$ cat config.mk
export PLATFORM = sky130hd
export DESIGN_NAME = tx_gearbox_66to32
export DESIGN_NICKNAME = d
export VERILOG_FILES = /design/src/rtl/tx_gearbox_66to32_pkg.sv /design/src/rtl/tx_gearbox_66to32_scrambler.sv /design/src/rtl/tx_gearbox_66to32.sv
export SDC_FILE = /design/constraint.sdc
export NUM_CORES = 1
export LEC_CHECK = 0
export CORE_ASPECT_RATIO = 0.7
export CORE_MARGIN = 2
export CORE_UTILIZATION = 42
export CTS_BUF_LIST = sky130_fd_sc_hd__clkbuf_4 sky130_fd_sc_hd__clkbuf_8
export DETAILED_ROUTE_END_ITERATION = 12
export GPL_ROUTABILITY_DRIVEN = 0
export SLEW_MARGIN = 0
export SYNTH_ARGS = -nofsm -noshare
export SYNTH_HDL_FRONTEND = slang
export SYNTH_HIERARCHICAL = 1
export SYNTH_SLANG_ARGS = --single-unit
export TNS_END_PERCENT = 50
$ cat constraint.sdc
create_clock -name clk_i -period 4.11 [get_ports clk_i]
set_clock_uncertainty 0.1 [all_clocks]
set_input_delay 0.411 -clock clk_i [delete_from_list [all_inputs] [get_ports clk_i]]
set_output_delay 0.411 -clock clk_i [all_outputs]
set_load 0.1 [all_outputs]
$ cat src/rtl/tx_gearbox_66to32_pkg.sv
// Shared 64b/66b definitions for the tx gearbox and the rx header seeker / descrambler.
package tx_gearbox_66to32_pkg;
  localparam logic [1:0]  c_DATA_HEADER  = 2'b01;
  localparam logic [1:0]  c_CMD_HEADER   = 2'b10;
  localparam logic [1:0]  c_ERR_HEADER   = 2'b00;
  localparam logic [63:0] c_IDLE_PAYLOAD = 64'h1E00_0000_0000_0000;

  // x^58 + x^39 + 1: taps index the output-history register, newest bit at [0]
  localparam int c_SCR_LEN   = 58;
  localparam int c_SCR_TAP_A = 38;
  localparam int c_SCR_TAP_B = 57;

  typedef struct packed {
    logic [1:0]  hdr;
    logic [63:0] payload;
  } block66_t;
endpackage

$ cat src/rtl/tx_gearbox_66to32_scrambler.sv
// Parallel 64-bit self-synchronous scrambler; data_i[63] is the first bit in time.
module scrambler_64b
  import tx_gearbox_66to32_pkg::*;
(
  input  logic        clk_i,
  input  logic        rst_i,
  input  logic        en_i,
  input  logic [63:0] data_i,
  output logic [63:0] data_o
);
  logic [c_SCR_LEN-1:0] state_q, state_d;

  always_comb begin
    logic [c_SCR_LEN-1:0] s;
    logic                 b;
    s      = state_q;
    data_o = '0;
    for (int i = 63; i >= 0; i--) begin
      b         = data_i[i] ^ s[c_SCR_TAP_A] ^ s[c_SCR_TAP_B];
      data_o[i] = b;
      s         = {s[c_SCR_LEN-2:0], b};
    end
    state_d = s;
  end

  always_ff @(posedge clk_i) begin
    if (rst_i)     state_q <= '1;
    else if (en_i) state_q <= state_d;
  end
endmodule

$ cat src/rtl/tx_gearbox_66to32.sv
// 66b-block to 32b-word transmit gearbox with idle insertion and header error injection.
module tx_gearbox_66to32
  import tx_gearbox_66to32_pkg::*;
#(
  parameter bit          P_SCRAMBLE     = 1'b1,
  parameter logic [63:0] P_IDLE_PAYLOAD = c_IDLE_PAYLOAD
) (
  input  logic        clk_i,
  input  logic        rst_i,
  input  logic [63:0] data_i,
  input  logic [1:0]  hdr_i,
  input  logic        data_valid_i,
  output logic        data_ready_o,
  input  logic        word_en_i,
  input  logic        err_inject_i,
  output logic [31:0] word_o,
  output logic        word_valid_o,
  output logic [15:0] idle_cnt_o
);
  logic [97:0] buf_q, buf_d, buf_ld;
  logic [6:0]  fill_q, fill_d;
  logic [31:0] word_q, word_d;
  logic        wvld_q;
  logic [15:0] idle_q;
  logic        pend_q, pend_d;

  logic        user_ld, idle_ld, ld;
  logic [63:0] raw_pl, scr_pl;
  block66_t    blk;

  assign data_ready_o = (fill_q < 7'd32);
  assign user_ld      = data_valid_i & data_ready_o;
  assign idle_ld      = word_en_i & data_ready_o & ~data_valid_i;
  assign ld           = user_ld | idle_ld;
  assign raw_pl       = user_ld ? data_i : P_IDLE_PAYLOAD;

  scrambler_64b u_scr (
    .clk_i  (clk_i),
    .rst_i  (rst_i),
    .en_i   (ld),
    .data_i (raw_pl),
    .data_o (scr_pl)
  );

  always_comb begin
    blk.payload = P_SCRAMBLE ? scr_pl : raw_pl;
    blk.hdr     = pend_q ? c_ERR_HEADER : (user_ld ? hdr_i : c_CMD_HEADER);
    // loads only happen with fill < 32, so the shifted block never falls off the bottom
    buf_ld = ld ? (buf_q | ({blk, 32'd0} >> fill_q)) : buf_q;
    buf_d  = buf_ld;
    word_d = word_q;
    fill_d = fill_q + (ld ? 7'd66 : 7'd0) - (word_en_i ? 7'd32 : 7'd0);
    if (word_en_i) begin
      word_d = buf_ld[97:66];
      buf_d  = {buf_ld[65:0], 32'd0};
    end
    pend_d = (pend_q & ~ld) | (err_inject_i & ~pend_q);
  end

  always_ff @(posedge clk_i) begin
    if (rst_i) begin
      buf_q  <= '0;
      fill_q <= '0;
      word_q <= '0;
      wvld_q <= 1'b0;
      idle_q <= '0;
      pend_q <= 1'b0;
    end else begin
      buf_q  <= buf_d;
      fill_q <= fill_d;
      word_q <= word_d;
      wvld_q <= word_en_i;
      pend_q <= pend_d;
      if (idle_ld && idle_q != 16'hFFFF) idle_q <= idle_q + 16'd1;
    end
  end

  assign word_o       = word_q;
  assign word_valid_o = wvld_q;
  assign idle_cnt_o   = idle_q;
endmodule

==> impl_results.md <==
- Synth Instances: 1513
- Min Tclk post-route: 3.99 ns
- CTS Sinks: 212
- Commonest non-fill, non-tap cell in the layout: nor2_1
- Port bufs: 120
- Pins over their slew limit: 0
- Layout cells sized above 1: 21.1%
- Cts bufs inserted: 37
- Multiplexer share of the synthesized area: 14.8%
- Worst setup EP type: register
- Largest family of logic cells by synthesized area: compound AO/OA/AOI/OAI gates
- Largest net degree at the start of global routing: 110
- Post-route antenna net violation count: 0
- Seq/Total Area, Yosys: 31.2%
- Post-synth EDFFs: 0
- Relative slew slack: 33.4%
- Origin of the critical flop-to-flop path: fill_q[6]
- Global-route usage over all layers: 30.8%
- Synth Net Count: 1592
- Fin. Hold Viols: 0
- Core area: 32100 um^2
- Asr flop ratio synth: 0%
- Total Wirelength: 52700 um
- Layout Cells excl Fill: 2141
- Worst Hold Class: input pin to register
- Synth Area per Inst: 8.99 um^2
- Synthesized area: 13600 um^2
- Crit Path Class: input pin to register
- Required time of the critical path: 4.48 ns
- Drt pass-1 iters: 8
- DR DRC count: 0
- Grt ovf: 0
- Layout area overhead: 22.4%
- Iter 0 DRT Violations: 1881
- WL per Instance: 24.6 um
- Initial antenna violation count: 1
- Outcome: finished clean
- Top-area cell type share of the netlist area: 31.2%
- Synth Area in Adders: 0.791%
- DR vias/cell: 6.09
- Clock Path Buffers: 3
- R2R Setup Slk: 0.13 ns
- Seq cells post-synth: 212
- Worst min-delay path endpoint: word_o[10]
- Root Driver: clkbuf_8
- Die height: 155 um
- Starting Density: 42.4%
- Synth area leaders: dfxtp_1, nor2_1, mux4_2, xnor2_1, mux2i_1
- RSZ-0062 raised after global routing: no
- Die ar.: 33900 um^2
- XOR/XNOR share of the synthesized area: 11.2%
- Critical path launch point type: input pin
- Hold Crit Depth: 2
- Clk_lat worst skew: 0.57 ns
- Worst-Margin Slew: 0.994 ns
- Fmax: 0.251 GHz
- Commonest non-fill, non-tap cells in the layout: nor2_1, dfxtp_1, buf_4
- Tcrit/Tclk final: 97.0%
- H-tree levels: 2
- Clock slew at reported path FFs: 0.07 ns
- Synth area leader: dfxtp_1
- Top_reg_cell synth: dfxtp_1
- Vias in the first global route: 12100
- # IOs: 121
- Synth Area in Simple Gates: 17.6%
- Worst path arrival time: 4.36 ns
- Die Wd: 219 um
- Compound-Gate Fraction of Synth Area: 19.8%
- Nets: 1766
- Yosys cell types: 80
- Hold Path Origin: rst_i
- Vias post-DR: 13000
- CTS tree: built
- # diodes: 0
- Row count: 55
- Final setup fails: 0
- Dpl cells: 2075
- MaxCap Viol Count: 0
- Reg-to-Reg End: buf_q[78]
- First-pass GRT wire length: 78200 um
- Worst Reg-to-Reg Cells: 13
- Synthesis Warnings: 6
- DP HPWL: 39200 um
- Crit-path max FO: 53
-- through the flow --
step | setup slack [ns] | cell area (um^2) | setup TNS (ns) | hold slack (ns) | utilization, %
after floorplan | 0.679 | 13600 | 0 | 0.326 | -
after global placement | -0.177 | 15900 | -0.770 | 0.342 | 49.5
after detailed placement | -0.258 | 15900 | -1.63 | 0.343 | 49.5
after CTS | 0.304 | 16600 | 0 | 0.102 | 51.9
after global routing | 0.0877 | 16700 | 0 | 0.114 | 51.9
final | 0.123 | 16700 | 0 | 0.122 | 51.9
-- cells by family after synthesis --
kind of cell | after synthesis
buffers and inverters | 142
AOI/OAI and AO/OA | 377
xor gates and xnor gates | 126
DFF | 212
and+or+nand+nor | 495
muxes | 153
adders and majority gates | 8
-- area by class of cell --
| cell class | instances | area, um^2 |
|---|---|---|
| fillers | 3067 | 15400 |
| multi-input cells | 1159 | 8750 |
| flip-flops and latches | 212 | 4250 |
| repair buffers | 254 | 2260 |
| clock buffers | 58 | 717 |
| well taps | 427 | 534 |
| inverters | 23 | 86.3 |
| clock inverters | 8 | 48.8 |
-- cells in the mapped netlist, types with 6 or more instances --
master / instances
mux2_2: 55
and2_1: 65
a21o_1: 7
mux2i_1: 65
xnor2_1: 84
nand2b_1: 8
xor2_1: 13
nor3_1: 35
a211oi_1: 65
o21bai_1: 13
ha_1: 7
a22oi_1: 8
buf_4: 9
o21a_1: 7
nand3_1: 11
mux4_2: 33
xor3_2: 19
nand2_1: 77
a221oi_1: 25
o21ai_0: 39
a31oi_1: 17
nor2_1: 213
buf_2: 39
nor2b_1: 33
nor4_1: 12
a311oi_1: 15
and3_1: 6
inv_1: 19
a21bo_2: 22
xnor3_1: 6
a211o_1: 20
o22ai_1: 18
dfxtp_1: 212
clkbuf_1: 65
a21oi_1: 78
-- worst max path at each step --
stage	from	to	cells past startpoint
global placement	data_valid_i	buf_q[78]	14
finish	data_valid_i	buf_q[78]	14
detailed placement	data_valid_i	buf_q[78]	14
CTS	fill_q[6]	buf_q[78]	13
floorplan	fill_q[6]	buf_q[51]	13
global route	fill_q[6]	buf_q[75]	11
-- registers in the layout, summed over array words and instances, names as in the netlist --
name,cells
pend_q,1
u_scr/state_q,58
idle_cnt_o,16
word_o,32
buf_q,98
fill_q,6
word_valid_o,1
-- metal layers --
metal,share of wire (%),vias to the layer above,track usage (%),routed length (um)
met3,15,124,11.9,7720
met4,2.5,2,8.49,1330
li1,-,5850,-,-
met1,44,6238,45.4,23000
met2,39,833,41.3,20700
met5,0.025,-,0,13
-- repair_timing --
action | 4_1_cts | 5_1_grt
hold buffers | 0 | 0
endpoints found under the setup margin | 0 | 1
buffers inserted | 0 | 0
gates resized for setup | 0 | 1
-- worst max-delay path, cell delays in order --
cell and delay, ns:
clkdlybuf4s50_1 0.48, nor3b_2 0.21, buf_4 0.19, buf_12 0.20, and2_1 0.16, xor3_2 0.28, buf_4 0.19, xnor2_1 0.65
mux2_2 0.31, mux2i_1 0.07, o21ai_0 0.43, a22oi_1 0.20, nor3b_1 0.27, a311oi_1 0.28
Power is not shown: default switching activity piles up to over one toggle a cycle in this logic, so the estimate is an artifact.
